==> config.mk <==
export PLATFORM = sky130hd
export DESIGN_NAME = sync_fifo
export DESIGN_NICKNAME = d
export VERILOG_FILES = /design/src/rtl/sync_fifo_pkg.sv /design/src/rtl/sfifo_ram.sv /design/src/rtl/sync_fifo.sv
export SDC_FILE = /design/constraint.sdc
export NUM_CORES = 1
export LEC_CHECK = 0
export BUFFER_PORTS_ARGS = -buffer_cell sky130_fd_sc_hd__buf_2
export CAP_MARGIN = 25
export CORE_MARGIN = 2
export CORE_UTILIZATION = 60
export CTS_CLUSTER_SIZE = 30
export DETAILED_ROUTE_END_ITERATION = 16
export PLACE_DENSITY = 0.8
export SLEW_MARGIN = 5
export SYNTH_ARGS = -nofsm -noshare
export SYNTH_HDL_FRONTEND = slang
export SYNTH_HIERARCHICAL = 1
export SYNTH_SLANG_ARGS = --single-unit
==> constraint.sdc <==
create_clock -name clk -period 3.8 [get_ports clk]
set_input_delay 0.57 -clock clk [delete_from_list [all_inputs] [get_ports clk]]
set_output_delay 0.57 -clock clk [all_outputs]
set_load 0.02 [all_outputs]
==> src/rtl/sync_fifo_pkg.sv <==
// Shared constants and helpers for the synchronous FIFO and its storage.
package sync_fifo_pkg;

  localparam int unsigned DEF_DEPTH = 8;
  localparam int unsigned DEF_WIDTH = 8;

  // Binary pointer width needed to address `depth` entries.
  function automatic int unsigned ptr_w(input int unsigned depth);
    return unsigned'($clog2(depth));
  endfunction

endpackage

==> src/rtl/sfifo_ram.sv <==
// FIFO storage: one synchronous write port and one asynchronous read address.
// Contents are intentionally left unreset.
module sfifo_ram
  import sync_fifo_pkg::*;
#(
  parameter int unsigned  DEPTH = DEF_DEPTH,
  parameter int unsigned  WIDTH = DEF_WIDTH,
  localparam int unsigned AW    = ptr_w(DEPTH)
) (
  input  logic             clk,
  input  logic             i_we,
  input  logic [AW-1:0]    i_waddr,
  input  logic [WIDTH-1:0] i_wdata,
  input  logic [AW-1:0]    i_raddr,
  output logic [WIDTH-1:0] o_rdata
);

  logic [WIDTH-1:0] r_mem [DEPTH];

  always_ff @(posedge clk) begin
    if (i_we) r_mem[i_waddr] <= i_wdata;
  end

  assign o_rdata = r_mem[i_raddr];

endmodule

==> src/rtl/sync_fifo.sv <==
// Single-clock FIFO controller: pointers, occupancy, status and sticky error
// flags, with either registered-read or first-word-fall-through output.
module sync_fifo
  import sync_fifo_pkg::*;
#(
  parameter int unsigned  DEPTH     = DEF_DEPTH,
  parameter int unsigned  WIDTH     = DEF_WIDTH,
  parameter int unsigned  AF_THRESH = DEPTH - 2,
  parameter int unsigned  AE_THRESH = 1,
  parameter bit           FWFT      = 1'b0,
  localparam int unsigned AW        = ptr_w(DEPTH),
  localparam int unsigned CW        = AW + 1
) (
  input  logic             clk,
  input  logic             rst_n,
  input  logic             w_en,
  input  logic [WIDTH-1:0] data_in,
  input  logic             r_en,
  input  logic             err_clr,
  output logic [WIDTH-1:0] data_out,
  output logic             data_valid,
  output logic             full,
  output logic             empty,
  output logic             almost_full,
  output logic             almost_empty,
  output logic [CW-1:0]    count,
  output logic             overflow,
  output logic             underflow
);

  logic [AW-1:0]    r_wptr;
  logic [AW-1:0]    r_rptr;
  logic [CW-1:0]    r_count;
  logic [CW-1:0]    w_count_nxt;
  logic             r_full;
  logic             r_empty;
  logic             r_afull;
  logic             r_aempty;
  logic             r_ovf;
  logic             r_udf;
  logic             w_wr_ok;
  logic             w_rd_ok;
  logic [WIDTH-1:0] w_rd_data;

  assign w_wr_ok = w_en && !r_full;
  assign w_rd_ok = r_en && !r_empty;

  sfifo_ram #(
    .DEPTH (DEPTH),
    .WIDTH (WIDTH)
  ) u_ram (
    .clk     (clk),
    .i_we    (w_wr_ok),
    .i_waddr (r_wptr),
    .i_wdata (data_in),
    .i_raddr (r_rptr),
    .o_rdata (w_rd_data)
  );

  // Occupancy only moves when exactly one side is accepted.
  always_comb begin
    w_count_nxt = r_count;
    case ({w_wr_ok, w_rd_ok})
      2'b10:   w_count_nxt = r_count + CW'(1);
      2'b01:   w_count_nxt = r_count - CW'(1);
      default: w_count_nxt = r_count;
    endcase
  end

  // Status flags are registered from the next count so they track r_count exactly.
  always_ff @(posedge clk) begin
    if (!rst_n) begin
      r_wptr   <= '0;
      r_rptr   <= '0;
      r_count  <= '0;
      r_full   <= 1'b0;
      r_empty  <= 1'b1;
      r_afull  <= 1'b0;
      r_aempty <= 1'b1;
      r_ovf    <= 1'b0;
      r_udf    <= 1'b0;
    end else begin
      if (w_wr_ok) r_wptr <= r_wptr + AW'(1);
      if (w_rd_ok) r_rptr <= r_rptr + AW'(1);
      r_count  <= w_count_nxt;
      r_full   <= (w_count_nxt == CW'(DEPTH));
      r_empty  <= (w_count_nxt == '0);
      r_afull  <= (w_count_nxt >= CW'(AF_THRESH));
      r_aempty <= (w_count_nxt <= CW'(AE_THRESH));
      if (w_en && r_full)       r_ovf <= 1'b1;
      else if (err_clr)         r_ovf <= 1'b0;
      if (r_en && r_empty)      r_udf <= 1'b1;
      else if (err_clr)         r_udf <= 1'b0;
    end
  end

  generate
    if (FWFT) begin : g_fwft
      // Head of queue is shown directly; zero while empty.
      assign data_out   = r_empty ? '0 : w_rd_data;
      assign data_valid = !r_empty;
    end else begin : g_std
      logic [WIDTH-1:0] r_dout;
      logic             r_dv;

      always_ff @(posedge clk) begin
        if (!rst_n) begin
          r_dout <= '0;
          r_dv   <= 1'b0;
        end else begin
          r_dv <= w_rd_ok;
          if (w_rd_ok) r_dout <= w_rd_data;
        end
      end

      assign data_out   = r_dout;
      assign data_valid = r_dv;
    end
  endgenerate

  assign full         = r_full;
  assign empty        = r_empty;
  assign almost_full  = r_afull;
  assign almost_empty = r_aempty;
  assign count        = r_count;
  assign overflow     = r_ovf;
  assign underflow    = r_udf;

endmodule

==> metrics.md, run 1 <==
| Metric | Value |
|---|---|
| Outcome | finished clean |
| Period utilisation layout | 58.4% |
| Worst Setup Slack post-DPL | 1380 ps |
| Share of flip-flops with an asynchronous set or reset after synthesis | 0% |
| Setup repair after global routing missed its margin | no |
| Max incr delay on CP | 990 ps |
| Final GP Congestion | 0.778 |
| Top-area cell type share of the netlist area | 53.1% |
| Primary flip-flop cell chosen by synthesis mapping | sky130_fd_sc_hd__edfxtp_1 |
| Std-Cell Core Area | 5890 um2 |
| Maximum Capacitance Violations | 0 |
| Top-count cell post-synth | sky130_fd_sc_hd__edfxtp_1 |
| FF+latch count, synth | 89 |
| Tot GR Track Use | 21.1% |
| Placed cell areas | 3810 um2 |
| Number of top-level pins | 32 |
| Power Dens Cells | 552 nW/um2 |
| Top cell family by delay on the critical path | flip-flops |
| Setup-failing EPs final | 0 |
| Post-synth top cells | sky130_fd_sc_hd__edfxtp_1, sky130_fd_sc_hd__nand2_1, sky130_fd_sc_hd__dfxtp_1, sky130_fd_sc_hd__nor2_1, sky130_fd_sc_hd__mux4_1 |
| DRC Markers | 0 |
| Global route overflow | 0 |
| Via density per instance | 5.73 |
| Final wirelength | 6380 um |
| Hold-fix buffer count after cts | 0 |
| Final min period | 2220 ps |
| Required time at the worst-slack endpoint | 4030 ps |
| Fin. max-slew vios | 0 |
| Synthesized netlist net count | 239 |
| Diodes inserted | 0 |
| Number of buffers created by CTS | 9 |
| Number of instances resized during post-cts repair | 0 |
| Post-synthesis cell type count | 39 |
| HPWL Detailed | 4120 um |
| Number of buffers on the longest clock path | 2 |
| Net total in the final layout | 272 |
| Setup Buffers After CTS | 0 |
| Critical Path End Type | flop |
| Number of standard-cell rows in the floorplan | 28 |
| TNS Setup | 0 ps |
| Count of flip-flops with a built-in enable after synthesis | 64 |
| Worst hold-check slack | 455 ps |
| Final setup skew | 10.4 ps |
| Number of antenna violations at the first check in global routing | 0 |
| Remaining max-slew budget at the tightest pin | 33.2% |
| Clock Sink Count | 89 |
| Area of the mapped netlist | 3620 um2 |
| Cell Chain, Critical Path | mux4_1, mux2_2, nand2_1, a21oi_1 |
| Number of global-route vias before repair | 1864 |
| Clock insertion delay at the later pin of the skew report | 350 ps |
| Count of yosys warnings during synthesis | 6 |
| Post-route ant nets | 0 |
| Leakage power of the design | 1.41 nW |
| Global-route wire length before repair | 9720 um |
| Peak VDD IR | 0.000376 V |
| Signed area change from the synthesized netlist to the final layout | 10.4% |
| Clock root cell | sky130_fd_sc_hd__clkbuf_8 |
| Critical Path Slowest Stage Cell | sky130_fd_sc_hd__dfxtp_1 |
| Class of the tightest hold or removal check | primary input to flop |
| Largest area contributor in the netlist | sky130_fd_sc_hd__edfxtp_1 |
| Least setup slack across all paths after layout | 1580 ps |
| Final instance area | 3990 um2 |
| Wire length per cell after detailed routing | 19.0 um |
| Slew @ Worst Pin | 1000 ps |
| Post-Syn Instances | 222 |
| DRC marker count from the first detailed-route iteration | 149 |
| Clock transition time at the flip-flop clock pins of the worst setup and hold paths | 80 ps |
| Number of iterations in the first detailed-routing pass | 4 |
| Pin count of the biggest net entering global routing | 20 |
| Final Hold Fails | 0 |
| Die height | 81.6 um |
| Data arrival time of the critical path | 2450 ps |
| Effective utilization at floorplan | 61.4% |
| Kind of launch point of the worst setup path | flop |
| Number of H-tree levels | 3 |
| Leading cell types by total area after synthesis | sky130_fd_sc_hd__edfxtp_1, sky130_fd_sc_hd__dfxtp_1, sky130_fd_sc_hd__mux4_1 |
| Largest fanout on the critical path | 18 |
| Share of final-layout standard cells stronger than drive strength 1 | 26.5% |
| Combined buffer and inverter count along the critical path | 0 |
| Die Outline Area | 6660 um2 |
| Vias after detailed routing | 1918 |
| FMAX | 450 MHz |
| Portion of the post-synthesis area used by sequential elements | 67.0% |
| Overall Power | 2.20 mW |
| Worst setup path class | flop to flop |
| Horiz. Die Dim | 81.6 um |
| Port-buffer cells | 31 |
| Post-synthesis average cell area | 16.3 um2 |
| Clock tree from TritonCTS | done |
power by group:
group	switching (mW)	total (mW)	internal [mW]	leakage [nW]
registers	0.0748	1.18	1.11	0.785
logic	0.236	0.441	0.205	0.549
clock network	0.335	0.580	0.244	0.0799
state kept, by name, summed over array words and instances, names as in the netlist:
name	cells
almost_empty	1
almost_full	1
count	4
data_out	8
data_valid	1
empty	1
full	1
overflow	1
r_rptr	3
r_wptr	3
u_ram/r_mem	64
underflow	1
stage by stage:
step	utilization, %	std cells
6_report	67.8	335
4_1_cts	67.8	335
5_1_grt	67.8	335
3_5_place_dp	64.8	319
3_3_place_gp	64.8	319
2_1_floorplan	-	222
routing by layer:
| layer | part of all wire [%] | vias to the layer above | GRT usage, % |
|---|---|---|---|
| met3 | 4.4 | 10 | 5.49 |
| met5 | 0 | - | 0 |
| met2 | 48 | 55 | 32.5 |
| li1 | - | 907 | - |
| met1 | 46 | 946 | 28.7 |
| met4 | 1.5 | 0 | 9.17 |
placed cells by master (no fill, tap or decap), types with 2 or more instances in the layout:
cell type                    netlist  layout
sky130_fd_sc_hd__a21oi_1          12      12
sky130_fd_sc_hd__a22oi_1           2       2
sky130_fd_sc_hd__and2_1            3       3
sky130_fd_sc_hd__buf_2             2      31
sky130_fd_sc_hd__clkbuf_8          0       9
sky130_fd_sc_hd__clkinvlp_4        0       3
sky130_fd_sc_hd__dfxtp_1          25      25
sky130_fd_sc_hd__edfxtp_1         64      64
sky130_fd_sc_hd__ha_1              4       4
sky130_fd_sc_hd__inv_1             2       2
sky130_fd_sc_hd__inv_6             0       3
sky130_fd_sc_hd__mux2_2            9       9
sky130_fd_sc_hd__mux4_1           15      15
sky130_fd_sc_hd__nand2_1          26      26
sky130_fd_sc_hd__nand2b_1          3       3
sky130_fd_sc_hd__nand2b_4          2       2
sky130_fd_sc_hd__nor2_1           17      17
sky130_fd_sc_hd__nor3_2            2       4
sky130_fd_sc_hd__xnor2_1           4       4
sky130_fd_sc_hd__xor2_1            3       3
worst register-to-register path: cells and delay by family (launching register included):
family,cells,cell delay (ps)
AND/OR/NAND/NOR,1,70
multiplexers,2,990
AO/OA/AOI/OAI,1,50
flip-flops,1,990
cell type report:
cell class	instances	area, um2
clock buffer	10	128
clock inverter	6	48.8
inverter	5	21.3
sequential	89	2420
tap	75	93.8
fill	401	1890
timing repair buffer	31	155
multi-input combinational	119	1120
final timing paths:
path,startpoint,endpoint,slack (ps),cells past startpoint
worst min register to register,data_out[0]$_SDFFE_PN0P_,data_out[0]$_SDFFE_PN0P_,460,2
worst min-delay path,rst_n,almost_empty$_SDFF_PN1_,460,2
worst max register to register,r_rptr[0]$_SDFFE_PN0P_,data_out[5]$_SDFFE_PN0P_,1580,4
worst max-delay path,r_rptr[0]$_SDFFE_PN0P_,data_out[5]$_SDFFE_PN0P_,1580,4
cell families (layout without fill, tap and decap cells):
kind of cell               count (synthesis)  in the layout  synth area share, %
muxes                                     26             26                 14.6
buffers and inverters                     14             52                 2.25
adders and majority gates                  4              4                 1.38
AOI/OAI and AO/OA                         23             23                 4.84
and+or+nand+nor                           58             58                 7.79
xor gates and xnor gates                   8              8                 2.15
DFF                                       89             89                 67.0
Note: power is estimated with default switching activity, not from simulation.
==> run 2: changes to the inputs <==
- CORE_UTILIZATION: 60 -> 53
- PLACE_DENSITY: 0.8 -> 0.75
- clock period: 3.8 -> 1.8 ns (I/O delays scaled with it)
==> metrics.md, run 2 (synthesis results as in run 1) <==
| Metric | Value |
|---|---|
| Outcome | finished, violations left |
| Violations in the final reports | setup timing |
| Clock Sink Count | 89 (unchanged) |
| Most flops, register | u_ram/r_mem |
| Final Hold Fails | 0 (unchanged) |
| Share of total power in combinational logic | 24.0% (+4.0 points) |
| Number of global-route vias before repair | 1931 (+3.6%) |
| Fin. max-slew vios | 0 (unchanged) |
| Launching instance or port of the critical path | empty$_SDFF_PN1_ |
| Placed cell areas | 4010 um2 (+5.0%) |
| Leading cell types in the layout, fill and taps excluded | sky130_fd_sc_hd__edfxtp_1, sky130_fd_sc_hd__buf_2, sky130_fd_sc_hd__nand2_1, sky130_fd_sc_hd__dfxtp_1, sky130_fd_sc_hd__buf_4 |
| Via density per instance | 5.59 (-2.4%) |
| Worst hold-check slack | 162 ps (-293 ps) |
| Horiz. Die Dim | 86.6 um (+6.1%) |
| Power share of the clock group | 26.8% (+0.5 points) |
| Setup-failing EPs final | 4 (+4) |
| Setup repair after global routing missed its margin | yes |
| Clock tree from TritonCTS | done |
| Number of standard-cell rows in the floorplan | 30 (+7.1%) |
| DRC Markers | 0 (unchanged) |
| Class of the tightest hold or removal check | primary input to flop |
| Final min period | 1900 ps (-315 ps) |
| Global-route wire length before repair | 10100 um (+3.9%) |
| Number of antenna violations at the first check in global routing | 0 (unchanged) |
| Utilization of the core after routing | 63.7% (-4.1 points) |
| Diodes inserted | 0 (unchanged) |
| Net total in the final layout | 293 (+7.7%) |
| Sequential group share of total power | 49.2% (-4.5 points) |
| Number of buffers on the longest clock path | 2 (unchanged) |
| Peak VDD IR | 0.000618 V (+64%) |
| Final wirelength | 6490 um (+1.7%) |
| Switching component of the power | 1.42 mW (+120%) |
| Share of final-layout standard cells stronger than drive strength 1 | 34.5% (+8.0 points) |
| Final GP Congestion | 0.740 (-4.8%) |
| Die Outline Area | 7500 um2 (+13%) |
| Clock root cell | sky130_fd_sc_hd__clkbuf_8 |
| Switching part of the total | 28.4% (-0.89 points) |
| Pin count of the biggest net entering global routing | 19 (-5.0%) |
| Std-Cell Core Area | 6680 um2 (+14%) |
| Wire length per cell after detailed routing | 18.0 um (-5.6%) |
| Tot GR Track Use | 18.7% (-2.4 points) |
| Reg-to-reg critical path startpoint | empty$_SDFF_PN1_ |
| Overall Power | 5.00 mW (+130%) |
| Power Dens Cells | 1170 nW/um2 (+110%) |
| Leakage power of the design | 1.56 nW (+11%) |
| Global route overflow | 0 (unchanged) |
| Internal | 3.58 mW (+130%) |
| Clock transition time at the flip-flop clock pins of the worst setup and hold paths | 90 ps (about the same) |
| Critical Path End Type | flop |
| Remaining max-slew budget at the tightest pin | 66.0% (+33 points) |
| Worst Setup Slack post-DPL | -33.9 ps (-1410 ps) |
| Number of iterations in the first detailed-routing pass | 4 (unchanged) |
| Fillers | 482 (+20%) |
| Kind of launch point of the worst setup path | flop |
| Vias after detailed routing | 2018 (+5.2%) |
| HPWL Detailed | 4030 um (-2.1%) |
| Die height | 86.6 um (+6.1%) |
| Number of flip-flops in the largest register | 64 (unchanged) |
| Number of top-level pins | 32 (unchanged) |
| Startpoint of the most critical hold path | rst_n |
| Clock insertion delay at the later pin of the skew report | 350 ps (about the same) |
| Hold-fix buffer count after cts | 0 (unchanged) |
| Required time at the worst-slack endpoint | 2080 ps (-1950 ps) |
| Period utilisation layout | 106% (+47 points) |
| Number of buffers created by CTS | 9 (unchanged) |
| Post-route ant nets | 0 (unchanged) |
| Signed area change from the synthesized netlist to the final layout | 17.8% |
| Effective utilization at floorplan | 54.1% (-7.3 points) |
| DRC marker count from the first detailed-route iteration | 121 (-19%) |
| Worst setup path class | flop to flop |
| FMAX | 525 MHz (+17%) |
| Data arrival time of the critical path | 2180 ps (-270 ps) |
| Number of H-tree levels | 3 (unchanged) |
| Final setup skew | 6.09 ps (-4.30 ps) |
| Final instance area | 4260 um2 (+6.7%) |
| Least setup slack across all paths after layout | -105 ps (-1680 ps) |
| Slew @ Worst Pin | 509 ps (-491 ps) |
| Most common cell after layout, fill and taps aside | sky130_fd_sc_hd__edfxtp_1 |
| Maximum Capacitance Violations | 0 (unchanged) |
| Port-buffer cells | 31 (unchanged) |
| Largest fanout on the critical path | 3 (-15) |
## run 2: worst paths after layout
check / endpoint / slack, ps / cells after the start
max: full$_SDFF_PN0_ / -100 / 10
min reg2reg: data_out[2]$_SDFFE_PN0P_ / 460 / 2
min: empty$_SDFF_PN1_ / 160 / 2
max reg2reg: full$_SDFF_PN0_ / -100 / 10
## run 2: layout make-up
| cell class | count | area (um2) | area share (%) |
|---|---|---|---|
| multi-input cells | 119 | 1190 | 27.9 |
| flip-flops and latches | 89 | 2430 | 57.0 |
| clock inverters | 6 | 67.6 | 1.59 |
| repair buffers | 52 | 325 | 7.64 |
| well taps | 80 | 100 | 2.35 |
| inverters | 5 | 23.8 | 0.558 |
| clock buffers | 10 | 128 | 3.00 |
## run 2: power groups by stage
stage	logic, mW	registers, mW	clock network [mW]
2_1_floorplan	0.730	2.59	0
3_3_place_gp	1.10	2.49	0
3_5_place_dp	1.10	2.50	0
4_1_cts	1.12	2.45	1.37
5_1_grt	1.28	2.48	1.47
6_report	1.20	2.46	1.34
## run 2: critical path: stages, from the launching register on
cell and delay [ps]:
sky130_fd_sc_hd__dfxtp_4 350, sky130_fd_sc_hd__nand2b_4 150, sky130_fd_sc_hd__clkinv_4 60, sky130_fd_sc_hd__nand2_4 50, sky130_fd_sc_hd__xnor2_2 180, sky130_fd_sc_hd__ha_4 230
sky130_fd_sc_hd__nor2_1 80, sky130_fd_sc_hd__nand2_1 80, sky130_fd_sc_hd__o31a_1 330, sky130_fd_sc_hd__a21o_1 180, sky130_fd_sc_hd__nor3b_2 150
## run 2: stage by stage
step / instances / TNS [ps]
finish: 361 / -274
global route: 361 / -636
CTS: 361 / -70.3
detailed placement: 344 / -53.5
global placement: 344 / 0
floorplan: 222 / -194
## run 2: what timing repair did
| action | 4_1_cts | 5_1_grt |
|---|---|---|
| setup endpoints to repair | 5 | 6 |
| setup buffers | 1 | 0 |
| resized for setup | 1 | 8 |
| pin swaps | 1 | 10 |
| endpoints found under the hold margin | 0 | 0 |
## run 2: routing by layer
metal	global-route usage, %	part of all wire, %	up-vias
li1	-	-	952
met1	24.5	45	1006
met2	29.8	50	51
met3	4.48	4.0	9
met4	8.81	1.5	0
met5	0	0	-
